$ cat src/rtl/ram_pkg.sv
// Shared types and constants for the dual-port synchronous-read RAM.
package ram_pkg;

  typedef enum logic {
    INIT  = 1'b0,
    READY = 1'b1
  } init_state_e;

  localparam int unsigned RDW_OLD = 0;
  localparam int unsigned RDW_NEW = 1;

endpackage

$ cat src/rtl/ram_init_ctrl.sv
// Post-reset memory clear sequencer: walks every address once, then hands
// the write port over to the user.
module ram_init_ctrl
  import ram_pkg::*;
#(
  parameter int unsigned ADDR_WIDTH = 4
) (
  input  logic                  clk,
  input  logic                  reset,
  output logic                  init_busy,
  output logic [ADDR_WIDTH-1:0] clr_addr,
  output logic                  clr_we
);

  init_state_e           state_q, state_d;
  logic [ADDR_WIDTH-1:0] cnt_q, cnt_d;

  always_ff @(posedge clk or posedge reset) begin
    if (reset) begin
      state_q <= INIT;
      cnt_q   <= '0;
    end else begin
      state_q <= state_d;
      cnt_q   <= cnt_d;
    end
  end

  always_comb begin
    state_d = state_q;
    cnt_d   = cnt_q;
    case (state_q)
      INIT: begin
        cnt_d = cnt_q + ADDR_WIDTH'(1);
        if (cnt_q == '1) state_d = READY;
      end
      READY:   state_d = READY;
      default: state_d = INIT;
    endcase
  end

  always_comb begin
    init_busy = (state_q == INIT);
    clr_we    = init_busy;
    clr_addr  = cnt_q;
  end

endmodule

$ cat src/rtl/ram_dp_sync_read.sv
// Simple dual-port RAM with byte-enabled writes, synchronous read, optional
// output register, selectable read-during-write behaviour and self-clear.
module ram_dp_sync_read
  import ram_pkg::*;
#(
  parameter int unsigned DATA_WIDTH = 16,
  parameter int unsigned ADDR_WIDTH = 4,
  parameter int unsigned OUT_REG    = 0,
  parameter int unsigned RDW_MODE   = 0
) (
  input  logic                    clk,
  input  logic                    reset,
  input  logic                    wr_en,
  input  logic [ADDR_WIDTH-1:0]   wr_addr,
  input  logic [DATA_WIDTH-1:0]   wr_data,
  input  logic [DATA_WIDTH/8-1:0] wr_be,
  input  logic                    rd_en,
  input  logic [ADDR_WIDTH-1:0]   rd_addr,
  output logic [DATA_WIDTH-1:0]   rd_data,
  output logic                    rd_valid,
  output logic                    init_busy
);

  localparam int unsigned DEPTH  = 1 << ADDR_WIDTH;
  localparam int unsigned NBYTES = DATA_WIDTH / 8;

  logic [DATA_WIDTH-1:0] mem [DEPTH];

  logic [ADDR_WIDTH-1:0] clr_addr;
  logic                  clr_we;

  logic                  mem_we;
  logic [ADDR_WIDTH-1:0] mem_addr;
  logic [DATA_WIDTH-1:0] mem_wdata;
  logic [NBYTES-1:0]     mem_be;

  logic                  rd_fire;
  logic [DATA_WIDTH-1:0] rd_word;

  logic                  s1_valid_q, s1_valid_d;
  logic [DATA_WIDTH-1:0] s1_data_q, s1_data_d;

  ram_init_ctrl #(
    .ADDR_WIDTH(ADDR_WIDTH)
  ) u_init (
    .clk      (clk),
    .reset    (reset),
    .init_busy(init_busy),
    .clr_addr (clr_addr),
    .clr_we   (clr_we)
  );

  always_comb begin
    mem_we    = init_busy ? clr_we   : wr_en;
    mem_addr  = init_busy ? clr_addr : wr_addr;
    mem_wdata = init_busy ? '0       : wr_data;
    mem_be    = init_busy ? '1       : wr_be;
  end

  always_ff @(posedge clk) begin
    if (mem_we) begin
      for (int unsigned b = 0; b < NBYTES; b++) begin
        if (mem_be[b]) mem[mem_addr][8*b +: 8] <= mem_wdata[8*b +: 8];
      end
    end
  end

  // New-data mode forwards the in-flight write bytes over the stored word.
  always_comb begin
    rd_fire = rd_en && !init_busy;
    rd_word = mem[rd_addr];
    if (RDW_MODE == RDW_NEW && wr_en && !init_busy && wr_addr == rd_addr) begin
      for (int unsigned b = 0; b < NBYTES; b++) begin
        if (wr_be[b]) rd_word[8*b +: 8] = wr_data[8*b +: 8];
      end
    end
    s1_valid_d = rd_fire;
    s1_data_d  = rd_fire ? rd_word : s1_data_q;
  end

  always_ff @(posedge clk or posedge reset) begin
    if (reset) begin
      s1_valid_q <= 1'b0;
      s1_data_q  <= '0;
    end else begin
      s1_valid_q <= s1_valid_d;
      s1_data_q  <= s1_data_d;
    end
  end

  if (OUT_REG != 0) begin : g_out_reg
    logic                  s2_valid_q, s2_valid_d;
    logic [DATA_WIDTH-1:0] s2_data_q, s2_data_d;

    always_comb begin
      s2_valid_d = s1_valid_q;
      s2_data_d  = s1_valid_q ? s1_data_q : s2_data_q;
    end

    always_ff @(posedge clk or posedge reset) begin
      if (reset) begin
        s2_valid_q <= 1'b0;
        s2_data_q  <= '0;
      end else begin
        s2_valid_q <= s2_valid_d;
        s2_data_q  <= s2_data_d;
      end
    end

    assign rd_valid = s2_valid_q;
    assign rd_data  = s2_data_q;
  end else begin : g_no_out_reg
    assign rd_valid = s1_valid_q;
    assign rd_data  = s1_data_q;
  end

endmodule

$ cat config.mk
export PLATFORM = sky130hd
export DESIGN_NAME = ram_dp_sync_read
export DESIGN_NICKNAME = d
export VERILOG_FILES = /design/src/rtl/ram_pkg.sv /design/src/rtl/ram_init_ctrl.sv /design/src/rtl/ram_dp_sync_read.sv
export SDC_FILE = /design/constraint.sdc
export NUM_CORES = 1
export LEC_CHECK = 0
export CORE_ASPECT_RATIO = 0.7
export CORE_MARGIN = 1.5
export CORE_UTILIZATION = 41
export DETAILED_ROUTE_END_ITERATION = 6
export GPL_ROUTABILITY_DRIVEN = 0
export PLACE_DENSITY = 0.64
export SLEW_MARGIN = 20
export SYNTH_ARGS = -nofsm -noshare
export SYNTH_HDL_FRONTEND = slang
export SYNTH_SLANG_ARGS = --single-unit
$ cat constraint.sdc
create_clock -name clk -period 4.97 [get_ports clk]
set_input_delay 0.994 -clock clk [delete_from_list [all_inputs] [get_ports clk]]
set_output_delay 0.994 -clock clk [all_outputs]
set_load 0.05 [all_outputs]
==> summary.md, run 1 <==
| Metric | Value |
|---|---|
| Register area share after synthesis | `0.744` |
| Grt met1 use | `0.275` |
| Hold-fix buffers, CTS | `0` |
| Synthesized area per cell | `16.1 um2` |
| Via density | `5.40` |
| Final Util | `0.473` |
| CP Capture Type | `primary output` |
| Final setup violation count | `0` |
| Largest net degree at the start of global routing | `66` |
| Cells after Synth | `about 700` |
| Starting Density | `0.416` |
| Startpoint types | `flop` |
| Ys Warns | `0` |
| Share of layout cells above drive strength 1 | `0.0678` |
| Max clock buf depth | `3` |
| Detailed placement HPWL | `15.7 mm` |
| Drt total wl | `24.1 mm` |
| NumNets Final | `~760` |
| H-tree Lvls | `1` |
| Netlist cell types | `33` |
| Input/output buffers | `47` |
| Status | `finished clean` |
| Post-layout min period | `approximately 3.2 ns` |
| RSZ-0062 raised after global routing | `false` |
| Fin. Hold Viols | `0` |
| Synthesized area | `roughly 0.011 mm2` |
| CTS buffer count | `27` |
| Total GRT Usage | `0.175` |
| Total negative slack | `0 ns` |
| Die height | `141 um` |
| DIE AREA | `0.0280 mm2` |
| Max cap viols | `0` |
| Hold path cells | `2` |
| Cell Pwr Density | `approximately 380 mW/mm2` |
| Leak | `4.37 nW` |
| Clk slew on worst S/H paths | `around 0.060 ns` |
| M3 GR Usage | `0.0405` |
| Core Region | `approximately 0.027 mm2` |
| Critical Setup Path Class | `reg -> out` |
| DR pass1 iterations | `4` |
| Die width | `199 um` |
| Post_cts resized | `0` |
| Worst Path Required | `just under 4 ns` |
| Synth Register Bits | `approximately 280` |
| Post-CTS Setup Bufs | `0` |
| Final ANT Viol Nets | `0` |
| CP arrival | `2.25 ns` |
| IO Count | `48` |
| Dominant cells by area after synthesis | `edfxtp_1, mux2i_1, dfrtp_1` |
| Clk_skew | `0.00789 ns` |
| Global routing usage on met2 | `0.245` |
| Vias post-DR | `6023` |
| Synth area leader | `edfxtp_1` |
| First DRT Iteration DRCs | `491` |
| Max-slew headroom | `0.345` |
| Max IR drop VDD | `224 uV` |
| Worst-path fanout max | `36` |
| P&R area growth vs syn | `13.8%` |
| Top cell type's share of synthesized area | `0.694` |
| Peak Freq | `0.309 GHz` |
| Gr busiest metal | `met1` |
| Global route overflow | `0` |
| Row cnt | `50` |
| DRC violation count after routing | `0` |
| CTS tree | `built` |
| Net Count, Synth | `~720` |
| CTS root buf | `clkbuf_16` |
| Clock latency on the worst-skew pair | `between 0.5 and 0.6 ns` |
| Sink Count | `278` |
| Slew Limit Fails | `0` |
| Diode count | `0` |
| Hold WC Path Type | `reg -> reg` |
| Vias in the first global route | `5980` |
| Period utilisation layout | `0.652` |
| First-pass GRT wire length | `36.5 mm` |
| Initial antenna violation count | `1` |
| Tightest Pin Transition | `0.981 ns` |
| Worst hold slack | `between 0.4 and 0.5 ns` |
| Worst Reg-to-Reg Cells | `4` |
| Post-DR wirelength/cell | `21.6 um` |
==> per-layer routing <==
| layer | up-vias | share of wire |
|---|---|---|
| met5 | - | 0.00054 |
| met4 | 2 | 0.020 |
| met3 | 35 | 0.080 |
| met2 | 242 | 0.42 |
| met1 | 3018 | 0.48 |
| li1 | 2726 | - |
==> cells by family (layout without fill, tap and decap cells) <==
group | count (synthesis) | count (layout) | share of synthesized area
multiplexers | 129 | 129 | 0.117
AO/OA/AOI/OAI | 56 | 56 | 0.0392
XOR/XNOR | 3 | 3 | 0.00237
AND/OR/NAND/NOR | 179 | 179 | 0.0743
flip-flops | 278 | 278 | 0.744
adder cells (fa/ha/maj) | 1 | 1 | 0.00113
buffers and inverters | 42 | 106 | 0.0224
==> synthesized netlist by cell type <==
| cell type | n |
|---|---|
| a21oi_2 | 2 |
| a22oi_1 | 48 |
| a31oi_2 | 2 |
| a32o_1 | 1 |
| and2_1 | 17 |
| and3_1 | 1 |
| buf_2 | 12 |
| buf_4 | 10 |
| buf_6 | 5 |
| clkbuf_1 | 10 |
| dfrtp_1 | 22 |
| edfxtp_1 | 256 |
| ha_1 | 1 |
| inv_1 | 4 |
| inv_2 | 1 |
| mux2_2 | 1 |
| mux2i_1 | 128 |
| nand2_1 | 64 |
| nand2_2 | 1 |
| nand2b_1 | 1 |
| nand3_1 | 34 |
| nand4_1 | 16 |
| nor2_1 | 37 |
| nor2_2 | 1 |
| nor2b_1 | 2 |
| nor3_1 | 2 |
| nor3b_1 | 1 |
| o21ai_1 | 1 |
| o31ai_1 | 1 |
| o32ai_1 | 1 |
| or2_1 | 1 |
| or3_1 | 1 |
| xnor2_1 | 3 |
==> critical path: stages (launching register included) <==
cell and delay (ns):
dfrtp_2 0.79, inv_2 0.17, clkdlybuf4s50_1 0.75
==> layout by cell type, fill, tap and decap left out, types with 2 or more instances in the layout <==
cell	Yosys	layout
clkdlybuf4s50_1	0	46
a31oi_2	2	2
and2_1	17	17
inv_2	1	2
nor2_2	1	2
clkinv_2	0	4
dfrtp_1	22	21
inv_1	4	3
nand2_1	64	64
clkbuf_1	10	13
buf_4	10	4
nand4_1	16	16
a22oi_1	48	48
edfxtp_1	256	256
nand3_1	34	34
nor2_1	37	36
nor3_1	2	2
clkbuf_16	0	27
mux2i_1	128	128
a21oi_2	2	2
clkinv_1	0	4
nor2b_2	0	2
xnor2_1	3	3
==> flip-flops by register name (all words and copies together) (netlist names) <==
name / count
rd_valid: 1
rd_data: 16
u_init.state_q: 1
mem: 256
u_init.clr_addr: 4
==> worst paths after layout <==
path	startpoint	slack [ns]	to
worst max-delay path	u_init.state_q	1.73	init_busy
worst max register to register	u_init.state_q	2.15	rd_data[9]
min in group asynchronous	reset	0.88	u_init.clr_addr[3]
worst min register to register	rd_data[13]	0.49	rd_data[13]
max in group asynchronous	reset	3.65	u_init.state_q
worst min-delay path	rd_data[13]	0.49	rd_data[13]
==> metrics by stage <==
stage | std cells | area (um2) | total power (W) | worst slack, ns
6_report | 1116 | 12600 | 0.00476 | 1.73
5_1_grt | 1116 | 12600 | 0.00490 | 1.62
4_1_cts | 1116 | 12600 | 0.00479 | 1.30
3_5_place_dp | 1067 | 11800 | 0.00299 | 1.64
3_3_place_gp | 1067 | 11800 | 0.00299 | 1.62
2_1_floorplan | 688 | 11100 | 0.00286 | 2.75
==> report_power, final <==
part	internal (W)	switching, W	total, W
clock network	0.00102	0.000798	0.00182
registers	0.00258	0.0000145	0.00259
logic	0.000113	0.000236	0.000349
==> area by class of cell <==
type	count	area, um2
timing repair buffer	52	522
fill	2303	14000
clock inverter	8	35.0
inverter	5	18.8
multi-input combinational	368	2600
sequential	278	8240
tap	364	455
clock buffer	41	738
No activity file was read; power rests on OpenSTA's default activity.
==> run 2: changes to the inputs <==
==> constraint.sdc (replaced) <==
create_clock -name clk -period 3 [get_ports clk]
set_input_delay 0.6 -clock clk [delete_from_list [all_inputs] [get_ports clk]]
set_output_delay 0.6 -clock clk [all_outputs]
set_load 0.05 [all_outputs]
==> summary.md, run 2 (same netlist as run 1, synthesis figures left out) <==
| Metric | Value |
|---|---|
| Clk_skew | `0.0143 ns (+0.00644 ns)` |
| Biggest register | `mem` |
| Post-layout min period | `2.64 ns` |
| CP arrival | `2.04 ns (-0.21 ns)` |
| Post-CTS Setup Bufs | `0 (unchanged)` |
| Post-DR wirelength/cell | `20.7 um (-4.3%)` |
| Post_cts resized | `0 (unchanged)` |
| Die height | `141 um (unchanged)` |
| Met1 wire length | `10.8 mm (-6.6%)` |
| Slew Limit Fails | `0 (unchanged)` |
| NumNets Final | `785 (+2.9%)` |
| Critical Setup Path Class | `reg -> out` |
| P&R area growth vs syn | `16.6%` |
| Final setup violation count | `0 (unchanged)` |
| Worst Path Required | `2.40 ns (-1.58 ns)` |
| RSZ-0062 raised after global routing | `false` |
| IO Count | `48 (unchanged)` |
| Most frequent cells in the layout | `edfxtp_1, mux2i_1, nand2_1` |
| Via density | `5.32 (-1.4%)` |
| CP Capture Type | `primary output` |
| First-pass GRT wire length | `35.9 mm (-1.5%)` |
| Row cnt | `50 (unchanged)` |
| Max clock buf depth | `3 (unchanged)` |
| Peak Freq | `0.378 GHz` |
| Status | `finished clean` |
| Leak | `4.56 nW (+4.2%)` |
| Max IR drop VDD | `420 uV (+87%)` |
| Final ANT Viol Nets | `0 (unchanged)` |
| Starting Density | `0.416 (unchanged)` |
| Detailed placement HPWL | `15.4 mm (-1.9%)` |
| Clock latency on the worst-skew pair | `0.54 ns (+0.02 ns)` |
| First DRT Iteration DRCs | `510 (+3.9%)` |
| Final Power | `0.00828 W (+74%)` |
| DIE AREA | `0.0280 mm2 (unchanged)` |
| Initial antenna violation count | `0 (-1)` |
| Clk slew on worst S/H paths | `0.06 ns (about the same)` |
| Total negative slack | `0 ns (unchanged)` |
| CTS tree | `built` |
| Max-slew headroom | `0.392 (+0.0460)` |
| DRC violation count after routing | `0 (unchanged)` |
| Drt total wl | `23.6 mm (-2.3%)` |
| Hold-fix buffers, CTS | `0 (unchanged)` |
| CTS root buf | `clkbuf_16` |
| Max cap viols | `0 (unchanged)` |
| Top layer in use | `met4` |
| Max reg flops | `256 (unchanged)` |
| Worst-path fanout max | `13 (-64%)` |
| Share of layout cells above drive strength 1 | `0.104 (+0.0366)` |
| CP cell instances | `inv_2 > clkdlybuf4s50_1` |
| Vias post-DR | `6069 (+0.76%)` |
| Slowest cell on crit path | `clkdlybuf4s50_1` |
| Largest net degree at the start of global routing | `41 (-38%)` |
| Global route overflow | `0 (unchanged)` |
| Vias in the first global route | `6147 (+2.8%)` |
| Core Region | `0.0267 mm2 (unchanged)` |
| Period utilisation layout | `0.881` |
| Cell Pwr Density | `641 mW/mm2 (+70%)` |
| Tightest Pin Transition | `0.909 ns (-0.0714 ns)` |
| Diode count | `0 (unchanged)` |
| Sink Count | `278 (unchanged)` |
| Fin. Hold Viols | `0 (unchanged)` |
| H-tree Lvls | `1 (unchanged)` |
| Input/output buffers | `47 (unchanged)` |
| WL met3 | `1.61 mm (-17%)` |
| CTS buffer count | `28 (+3.7%)` |
| Largest stage delay, worst path | `0.83 ns (+0.04 ns)` |
| Startpoint types | `flop` |
| Wire length on met2 | `10.6 mm (+5.3%)` |
| Hold WC Path Type | `in -> async` |
| Most common cell after layout, fill and taps aside | `edfxtp_1` |
| DR pass1 iterations | `5 (+1)` |
| Die width | `199 um (unchanged)` |
| Total GRT Usage | `0.171 (-0.00390)` |
-- run 2: cell types whose count changed in the layout (fill, tap and decap cells not counted), sizes merged --
cell,change
clkinvlp,+2
clkbuf,-4
bufinv,+2
buf,+21
clkinv,+3
-- run 2: area by class of cell --
cell class / instances / area, um2
clock buffer: 37 / 786
timing repair buffer: 73 / 692
multi-input combinational: 368 / 2600
inverter: 5 / 18.8
tap: 364 / 455
fill: 2253 / 13700
clock inverter: 15 / 129
sequential: 278 / 8240
-- run 2: worst paths after layout --
kind,startpoint,end,slack (ns),cells after the start
max,u_init.state_q,init_busy,0.36,2
min,reset,u_init.clr_addr[2],0.43,3
max reg2reg,u_init.state_q,mem[14][6],0.60,4
min reg2reg,rd_data[2],rd_data[2],0.48,2
max in group asynchronous,reset,rd_data[7],2.27,3
min in group clk,rd_data[2],rd_data[2],0.48,2
-- run 2: metal layers --
metal | GRT usage | up-vias
met5 | 0 | -
met1 | 0.257 | 3034
met2 | 0.259 | 230
met4 | 0.0459 | 0
li1 | - | 2768
met3 | 0.0275 | 37
-- run 2: critical path, delay by kind of cell (launching register included) --
| kind | cells | cell delay, ns |
|---|---|---|
| buffers and inverters | 2 | 1.00 |
| flip-flops | 1 | 0.51 |
-- run 2: through the flow --
step	std cells	hold WS, ns	setup WS, ns	cell area [um2]	utilization
after global routing	1140	0.443	0.257	12900	0.485
after detailed placement	1088	0.470	0.277	12000	0.450
final	1140	0.428	0.356	12900	0.485
after global placement	1088	0.469	0.372	12000	0.450
after CTS	1140	0.430	0.345	12900	0.485
after floorplan	688	0.517	1.18	11100	-
-- run 2: power breakdown --
part	switching (W)	internal (W)	total [W]
logic	0.000385	0.000197	0.000582
registers	0.0000201	0.00427	0.00429
clock network	0.00139	0.00201	0.00340
